$ cat src/rtl/di_hall_decoder.sv
// Hall sensor decoder: synchronises and filters three Hall inputs, tracks the
// 6-step commutation sequence and reports direction, position, step period and errors.
module di_hall_decoder #(
    parameter int          FILT_CLKS  = 8,
    parameter logic [31:0] STALL_CLKS = 32'd75000000
) (
    input  logic        xclk,
    input  logic        reset,
    input  logic        hall_a_in,
    input  logic        hall_b_in,
    input  logic        hall_c_in,
    input  logic        hall_phase,
    input  logic        clear_status,
    output logic [2:0]  hall_state,
    output logic        hall_dir,
    output logic [15:0] position,
    output logic        edge_strobe,
    output logic [31:0] edge_period,
    output logic        period_valid,
    output logic        illegal_err,
    output logic        skip_err,
    output logic        stall
);

    localparam int             FW   = (FILT_CLKS > 1) ? $clog2(FILT_CLKS) : 1;
    localparam logic [FW-1:0]  FMAX = FW'(FILT_CLKS - 1);

    // Forward successor of a code; illegal codes map to themselves.
    function automatic logic [2:0] fwd_next(input logic [2:0] c, input logic ph);
        logic [2:0] n;
        n = c;
        if (ph) begin
            case (c)
                3'b100:  n = 3'b110;
                3'b110:  n = 3'b010;
                3'b010:  n = 3'b011;
                3'b011:  n = 3'b001;
                3'b001:  n = 3'b101;
                3'b101:  n = 3'b100;
                default: n = c;
            endcase
        end else begin
            case (c)
                3'b000:  n = 3'b100;
                3'b100:  n = 3'b110;
                3'b110:  n = 3'b111;
                3'b111:  n = 3'b011;
                3'b011:  n = 3'b001;
                3'b001:  n = 3'b000;
                default: n = c;
            endcase
        end
        return n;
    endfunction

    function automatic logic is_illegal(input logic [2:0] c, input logic ph);
        return ph ? (c == 3'b000 || c == 3'b111) : (c == 3'b010 || c == 3'b101);
    endfunction

    logic [2:0]  sync1_q, sync2_q, cand_q, cand_d;
    logic [FW-1:0] fcnt_q, fcnt_d;
    logic        phase_q, init_q, init_d, prev_valid_q, prev_valid_d;
    logic [31:0] period_cnt_q, period_cnt_d;
    logic [2:0]  hall_state_q, hall_state_d;
    logic        hall_dir_q, hall_dir_d, edge_strobe_q, edge_strobe_d;
    logic [15:0] position_q, position_d, pos_base;
    logic [31:0] edge_period_q, edge_period_d;
    logic        period_valid_q, period_valid_d, illegal_q, illegal_d;
    logic        skip_q, skip_d, stall_q, stall_d;
    logic        accept, toggle, is_fwd, is_rev;

    always_ff @(posedge xclk or negedge reset) begin
        if (!reset) begin
            sync1_q        <= 3'b000;
            sync2_q        <= 3'b000;
            cand_q         <= 3'b000;
            fcnt_q         <= '0;
            phase_q        <= 1'b0;
            init_q         <= 1'b1;
            prev_valid_q   <= 1'b0;
            period_cnt_q   <= 32'd0;
            hall_state_q   <= 3'b000;
            hall_dir_q     <= 1'b0;
            edge_strobe_q  <= 1'b0;
            position_q     <= 16'd0;
            edge_period_q  <= 32'd0;
            period_valid_q <= 1'b0;
            illegal_q      <= 1'b0;
            skip_q         <= 1'b0;
            stall_q        <= 1'b0;
        end else begin
            sync1_q        <= {hall_a_in, hall_b_in, hall_c_in};
            sync2_q        <= sync1_q;
            cand_q         <= cand_d;
            fcnt_q         <= fcnt_d;
            phase_q        <= hall_phase;
            init_q         <= init_d;
            prev_valid_q   <= prev_valid_d;
            period_cnt_q   <= period_cnt_d;
            hall_state_q   <= hall_state_d;
            hall_dir_q     <= hall_dir_d;
            edge_strobe_q  <= edge_strobe_d;
            position_q     <= position_d;
            edge_period_q  <= edge_period_d;
            period_valid_q <= period_valid_d;
            illegal_q      <= illegal_d;
            skip_q         <= skip_d;
            stall_q        <= stall_d;
        end
    end

    // Filter: a code must be stable for FILT_CLKS synced samples to be accepted.
    always_comb begin
        cand_d = cand_q;
        fcnt_d = fcnt_q;
        if (sync2_q != cand_q) begin
            cand_d = sync2_q;
            fcnt_d = '0;
        end else if (fcnt_q != FMAX) begin
            fcnt_d = fcnt_q + 1'b1;
        end
    end

    assign accept   = (fcnt_q == FMAX) && (cand_q != hall_state_q);
    assign toggle   = (hall_phase != phase_q);
    assign is_fwd   = (fwd_next(hall_state_q, hall_phase) == cand_q);
    assign is_rev   = !is_illegal(cand_q, hall_phase) && (fwd_next(cand_q, hall_phase) == hall_state_q);
    assign pos_base = clear_status ? 16'd0 : position_q;

    // Classification; later assignments win, so error sets override clear_status.
    always_comb begin
        init_d         = init_q;
        prev_valid_d   = prev_valid_q;
        hall_state_d   = hall_state_q;
        hall_dir_d     = hall_dir_q;
        edge_strobe_d  = 1'b0;
        position_d     = pos_base;
        edge_period_d  = edge_period_q;
        period_valid_d = period_valid_q;
        illegal_d      = clear_status ? 1'b0 : illegal_q;
        skip_d         = clear_status ? 1'b0 : skip_q;
        stall_d        = stall_q;
        period_cnt_d   = (period_cnt_q == 32'hFFFF_FFFF) ? period_cnt_q : period_cnt_q + 32'd1;
        if (period_cnt_q >= STALL_CLKS - 32'd1) begin
            stall_d        = 1'b1;
            period_valid_d = 1'b0;
        end
        if (toggle) begin
            init_d         = 1'b1;
            prev_valid_d   = 1'b0;
            period_valid_d = 1'b0;
        end
        if (accept) begin
            hall_state_d = cand_q;
            if (is_illegal(cand_q, hall_phase)) begin
                illegal_d    = 1'b1;
                init_d       = 1'b1;
                prev_valid_d = 1'b0;
            end else if (init_q || toggle) begin
                init_d       = 1'b0;
                prev_valid_d = 1'b0;
                period_cnt_d = 32'd0;
            end else if (is_fwd || is_rev) begin
                hall_dir_d    = is_fwd;
                position_d    = is_fwd ? pos_base + 16'd1 : pos_base - 16'd1;
                edge_strobe_d = 1'b1;
                if (!stall_q && prev_valid_q) begin
                    edge_period_d  = period_cnt_q + 32'd1;
                    period_valid_d = 1'b1;
                end
                period_cnt_d = 32'd0;
                stall_d      = 1'b0;
                prev_valid_d = 1'b1;
            end else begin
                skip_d       = 1'b1;
                prev_valid_d = 1'b0;
            end
        end
    end

    assign hall_state   = hall_state_q;
    assign hall_dir     = hall_dir_q;
    assign position     = position_q;
    assign edge_strobe  = edge_strobe_q;
    assign edge_period  = edge_period_q;
    assign period_valid = period_valid_q;
    assign illegal_err  = illegal_q;
    assign skip_err     = skip_q;
    assign stall        = stall_q;

endmodule

$ cat config.mk
export PLATFORM = sky130hd
export DESIGN_NAME = di_hall_decoder
export DESIGN_NICKNAME = d
export VERILOG_FILES = /design/src/rtl/di_hall_decoder.sv
export SDC_FILE = /design/constraint.sdc
export NUM_CORES = 1
export LEC_CHECK = 0
export CELL_PAD_IN_SITES_DETAIL_PLACEMENT = 1
export CELL_PAD_IN_SITES_GLOBAL_PLACEMENT = 1
export CORE_AREA = 2 2 119 121
export CTS_BUF_LIST = sky130_fd_sc_hd__clkbuf_2 sky130_fd_sc_hd__clkbuf_4 sky130_fd_sc_hd__clkbuf_8
export CTS_CLUSTER_DIAMETER = 60
export DETAILED_ROUTE_END_ITERATION = 6
export DIE_AREA = 0 0 121 123
export HOLD_SLACK_MARGIN = 0.02
export PLACE_DENSITY_LB_ADDON = 0.1
export REMOVE_ABC_BUFFERS = 1
export SLEW_MARGIN = 30
export SYNTH_ARGS = -nofsm -noshare
export SYNTH_HDL_FRONTEND = slang
export SYNTH_SLANG_ARGS = --single-unit
export TNS_END_PERCENT = 10
$ cat constraint.sdc
create_clock -name xclk -period 3.2 [get_ports xclk]
set_input_delay 0.32 -clock xclk [delete_from_list [all_inputs] [get_ports xclk]]
set_output_delay 0.32 -clock xclk [all_outputs]
set_load 0.005 [all_outputs]
### Word level (Yosys, flattened, before mapping)

Index checks and enable logic that the tools add are counted.

* register bits after elaboration: 104
* input port bits: 7
* output and inout port bits: 57

* add/subtract/negate cells: 4
* order comparisons: 1
* equality and inequality tests: 22
* multiplexer cells: 50
* bitwise operators: 2
* reduce and logical (&&, ||, !) cells: 15

Operators by type and width (count)
* 32-bit 2-to-1 mux: 5
* 16-bit 2-to-1 mux: 6
* 3-bit one-hot mux with 6 select lines: 4
* 32-bit by 1-bit adder with 32-bit output (second input constant): 1
* 32-bit equality test (second input constant): 1
* 32-bit by 27-bit greater-or-equal comparator with 1-bit output (second input constant): 1
* 1-bit 2-to-1 mux: 31
* 3-bit equality test (second input constant): 9
* 16-bit by 1-bit adder with 16-bit output (second input constant): 1
* 16-bit by 1-bit subtractor with 16-bit output (second input constant): 1
* 3-bit by 2-bit equality test with 1-bit output (second input constant): 4
* 3-bit 2-to-1 mux: 4
* 3-bit by 1-bit equality test with 1-bit output (second input constant): 2
* 3-bit equality test: 2
* 3-bit zero test: 2
* 3-bit != test: 2
* 5-bit AND reduction: 1
* 1-bit logical OR: 4
* 4-bit AND reduction: 1
* 2-bit nonzero test: 2
* 3-bit by 1-bit adder with 3-bit output (second input constant): 1
* 1-bit logical AND: 3
* 3-bit != test (second input constant): 1
* 1-bit zero test: 2
* other kinds (2): 3

### Longest topological paths before layout

* depth after elaboration: 10
* mapped depth: 15
* gate-level depth less buffers: 13

### Least setup slack after synthesis

No wires, ideal clock.

* kind: reg2reg
* start: register hall_state_q[0] (netlist: hall_state[0])
* end: register position_q[14] (netlist: position[14])
* setup time: 0.125 ns
* data arrival time: 3.239 ns
* required time: 3.075 ns
* path slack: -0.163 ns
* cell stages (with the launch flop): 15
* buffers on the path: 2
* period minus slack after synthesis: 3.363 ns
* path through: dfrtp_1 > buf_2 > buf_2 > nor3_2 > a21oi_1 > o211ai_2 > nand3_2 > ha_1 > nor2b_1 > o31a_1 > o311a_1 > o2111ai_1 > nand2_1 > xor2_1 > mux2_2

* longest elaborated chain between the ends: 9
* elaborated cells on any way between the ends: 22

RTL lines
* start, declared: RTL line 64 `logic [2:0] hall_state_q, hall_state_d;`
* start signal, assigned: RTL line 100 `hall_state_q <= hall_state_d;`
* 3-bit by 1-bit equality test with 1-bit output (tied with other cells): RTL line 33, 43
* 3-bit one-hot mux with 6 select lines, on equally long branches: RTL line 43, 33
* 3-bit 2-to-1 mux: RTL line 32 `if (ph) begin`
* 3-bit equality test: RTL line 126 `assign is_fwd = (fwd_next(hall_state_q, hall_phase) == cand_q);`
* 16-bit 2-to-1 mux or 1-bit logical OR (tied branches): RTL line 165, 163
* 16-bit 2-to-1 mux: RTL line 163 `end else if (is_fwd || is_rev) begin`
* 16-bit 2-to-1 mux: RTL line 159 `end else if (init_q || toggle) begin`
* 16-bit 2-to-1 mux: RTL line 155 `if (is_illegal(cand_q, hall_phase)) begin`
* 16-bit 2-to-1 mux (*): RTL line 153 `if (accept) begin`
* net position_d[14]: RTL line 66 `logic [15:0] position_q, position_d, pos_base;`
* end signal, assigned: RTL line 103 `position_q <= position_d;`
* end, declared: RTL line 66

Mark *: on every way through the listed nets, which the timed path passes. The rest lies on a longest branch.
A chain may end at the register's enable or synchronous reset.

### Final worst setup path

* start: register hall_state_q[2] (netlist: hall_state[2])
* end: register position_q[14] (netlist: position[14])

* longest elaborated chain between the ends: 9
* elaborated cells on any way between the ends: 22

RTL lines
* 3-bit by 1-bit equality test with 1-bit output (tied with other cells): RTL line 33, 43
* 3-bit one-hot mux with 6 select lines, on equally long branches: RTL line 43, 33
* 3-bit 2-to-1 mux (*): RTL line 32
* 3-bit equality test (*): RTL line 126
* net is_fwd: RTL line 70 `logic accept, toggle, is_fwd, is_rev;`
* 16-bit 2-to-1 mux or 1-bit logical OR (tied branches): RTL line 165, 163
* 16-bit 2-to-1 mux (*): RTL line 163
* 16-bit 2-to-1 mux (*): RTL line 159
* 16-bit 2-to-1 mux (*): RTL line 155
* 16-bit 2-to-1 mux (*): RTL line 153
* net position_d[14]: RTL line 66

Marked as above.

==> impl_metrics.json <==
{
  "placed_area_um2": 6790,
  "grt_max_degree": 65,
  "rsz0062_at_grt": "yes",
  "clkPwrFrac": 0.295,
  "synth-seq-cells": 104,
  "cp_slowest_stage_delay_ns": 0.43,
  "sw_frac_of_total": 0.322,
  "maxCapViolations": 0,
  "synth_ff_type": "dfrtp_1",
  "drt-total-wl_um": 14100,
  "synth_most_common_cell": "dfrtp_1",
  "fp.coreArea_um2": 13600,
  "finalHoldViolCount": 5,
  "switching_power_mw": 1.13,
  "power.internal_mw": 2.37,
  "power_density_nw_per_um2": 477,
  "io_buffers": 63,
  "rrSetupSlack_ns": -0.05,
  "antenna-diode-count": 0,
  "synthCells": 537,
  "clk_pin_slew_ns": 0.10,
  "holdWs_ns": -0.00665,
  "violations": "negative hold slack, negative setup slack",
  "yosysSeqAreaShare": 0.462,
  "async_flop_share": 1.00,
  "yosys.area_share.simple": 0.162,
  "finalNetCount": 667,
  "num_rows": 43,
  "setup_ws_ns": -0.0486,
  "fp.dieW_um": 121,
  "crit_slowest_cell": "dfrtp_1",
  "cts_tree": "yes",
  "max_freq_mhz": 308,
  "hpwlAfterDp_um": 9690,
  "ctsHoldBuffers": 0,
  "peakVddDrop_uv": 282,
  "worst_ep_arrival_time_ns": 3.53,
  "yosysTopAreaCellShare": 0.457,
  "worstPathRequired_ns": 3.49,
  "ioPinCount": 64,
  "clock_skew_ns": 0.00953,
  "die-area_um2": 14900,
  "critPathCaptureType": "flip-flop",
  "syn_to_final_growth_pct": 29.9,
  "routed_via_density": 5.27,
  "grt-ovfl-total": 0,
  "wire_per_inst_um": 17.1,
  "outcome": "complete, but fails checks",
  "gp_congestion": 0.874,
  "drt_pass1_iterations": 4,
  "setup_violations": 1,
  "cts_buffer_depth": 2,
  "worstPathCellList": "buf_6 -> or2_2 -> a21oi_2 -> a211o_1 -> nand3_4 -> buf_6 -> inv_4 -> fa_2 -> nor2b_2 -> o31a_1 -> o311a_1 -> o2111ai_2 -> nand2_1 -> xor2_1 -> mux2_4",
  "seq_power_share": 0.487,
  "grt_pass1_wl_um": 23100,
  "synth_top_family_by_area": "simple AND/OR/NAND/NOR gates",
  "syn_area_um2": 5640,
  "synth_adder_area_share": 0.0453,
  "fill_cells": 1501,
  "hold_path_class": "input pin to async pin",
  "p_leak_nw": 3.10,
  "grt_pass1_vias": 4743,
  "synth.avg_cell_area_um2": 10.5,
  "synth-compound-area-share": 0.155,
  "power_mw": 3.49,
  "antenna_found_initial": 0,
  "cts_buffers": 9,
  "synth_top_cells_by_count": "dfrtp_1, a21oi_1, a21oi_2",
  "drive_above_1_share": 0.306,
  "h-tree-depth": 3,
  "fin_area_um2": 7320,
  "multi_input_area_um2": 3030,
  "clock-sinks": 104,
  "crit_type": "flip-flop to flip-flop",
  "tightest_slew_ns": 0.852,
  "cts-root-buf": "clkbuf_8",
  "netlist_top_cells_area": "dfrtp_1, a21oi_2, xnor2_1",
  "synth.area.mux_share": 0.0391,
  "yosys.area_share.xor_xnor": 0.0943,
  "start_util": 0.414,
  "seq_area_um2": 2610,
  "ys_warn_count": 0,
  "min_period_ns": 3.25,
  "pwr-share-comb": 0.218,
  "vias": 4356,
  "synthDistinctLibCells": 63,
  "synth_edf_count": 0,
  "yosys.area.top_type": "dfrtp_1",
  "cp-start-kind": "flip-flop",
  "grtUsageTotal": 0.197,
  "final-max-slew-violation-count": 0,
  "critPathMostFrequentCell": "buf_6",
  "fin_crit_sh": 1.02,
  "die_y_um": 123,
  "insertion_delay_ns": 0.39,
  "crit_fanout": 4,
  "drt_iter0_markers": 108,
  "timing.setup.tns_ns": -0.0486,
  "max-slew-margin-rel": 0.432,
  "drcViolationCount": 0,
  "final_antenna_net_count": 0
}
==> critical path, delay by kind of cell (launching register included) <==
kind | cells | cell delay [ns]
AOI/OAI and AO/OA | 5 | 1.22
adders and majority gates | 1 | 0.21
xor gates and xnor gates | 1 | 0.14
DFF | 1 | 0.43
buffers and inverters | 3 | 0.35
and+or+nand+nor | 4 | 0.55
muxes | 1 | 0.25
==> per-stage QoR <==
step	hold slack, ns	setup slack (ns)	cells	utilization
floorplan	0.0244	-2.04	506	-
detailed placement	0.339	-0.506	805	0.499
global route	0.0835	-0.199	827	0.538
finish	-0.00665	-0.0486	827	0.538
CTS	0.0471	-0.00361	826	0.525
global placement	0.332	-0.362	805	0.499
==> sequential cells by signal, summed over array words and instances, names as in the netlist <==
register	count
prev_valid_q	1
cand_q	3
position	16
edge_strobe	1
hall_state	3
phase_q	1
hall_dir	1
period_cnt_q	32
sync1_q	3
period_valid	1
edge_period	32
sync2_q	3
fcnt_q	3
skip_err	1
illegal_err	1
stall	1
init_q	1
==> per-layer routing <==
metal  vias to the layer above  track usage  routed length (µm)  part of all wire
met2                        61        0.356                7430              0.53
met1                      2196        0.238                6110              0.43
met5                         -            0                   0                 0
met3                        15       0.0309                 332             0.024
li1                       2084            -                   -                 -
met4                         0       0.0741                 242             0.017
==> power by group through the flow <==
stage          Combinational [mW]  Clock, mW  Sequential (mW)
3_5_place_dp                0.745          0             1.72
6_report                    0.761       1.03             1.70
5_1_grt                     0.850       1.10             1.73
2_1_floorplan               0.539          0             1.67
3_3_place_gp                0.718          0             1.70
4_1_cts                     0.757       1.07             1.69
==> what timing repair did <==
action / CTS / global route
buffers inserted: 5 / 1
setup endpoints to repair: 6 / 8
pin swaps: 12 / 13
resized for setup: 19 / 28
==> final timing paths <==
kind,to,cells past startpoint,from
min,cand_q[0]$_DFFE_PN0P_,1,reset
max in group asynchronous,sync1_q[1]$_DFF_PN0_,2,reset
max reg2reg,position[14]$_DFF_PN0_,15,hall_state[2]$_DFFE_PN0P_
min in group xclk,sync2_q[2]$_DFF_PN0_,0,sync1_q[2]$_DFF_PN0_
max,position[14]$_DFF_PN0_,15,hall_state[2]$_DFFE_PN0P_
min reg2reg,sync2_q[2]$_DFF_PN0_,0,sync1_q[2]$_DFF_PN0_
==> layout make-up <==
cell class	instances	area share
Multi-Input combinational cell	390	0.414
Clock inverter	6	0.0154
Timing Repair Buffer	125	0.159
Clock buffer	10	0.0188
Tap cell	180	0.0307
Inverter	12	0.00649
Sequential cell	104	0.356
==> placed cells by master (no fill, tap or decap), drive strengths merged, types with 2 or more instances in the layout <==
| cell type | count |
|---|---|
| a2111oi | 2 |
| a211o | 2 |
| a21boi | 3 |
| a21o | 4 |
| a21oi | 80 |
| a311oi | 2 |
| a31oi | 4 |
| and2 | 4 |
| and3 | 8 |
| and4 | 4 |
| buf | 63 |
| bufinv | 3 |
| clkbuf | 10 |
| clkdlybuf4s50 | 62 |
| dfrtp | 103 |
| ha | 17 |
| inv | 14 |
| maj3 | 2 |
| mux2 | 13 |
| mux2i | 7 |
| nand2 | 23 |
| nand2b | 6 |
| nand3 | 20 |
| nand4 | 9 |
| nor2 | 60 |
| nor2b | 17 |
| nor3 | 6 |
| o211ai | 2 |
| o21a | 2 |
| o21ai | 10 |
| o31a | 2 |
| o31ai | 4 |
| or2 | 2 |
| or4 | 2 |
| xnor2 | 30 |
| xor2 | 29 |
==> kinds of logic (layout without fill, tap and decap cells) <==
kind of cell             Yosys count  count (layout)
flip-flops                       104             104
AND/OR/NAND/NOR                  166             166
multiplexers                      20              20
buffers and inverters             43             153
AO/OA/AOI/OAI                    125             125
XOR/XNOR                          59              59
adder cells (fa/ha/maj)           20              20
(Power assumes the default switching activity.)
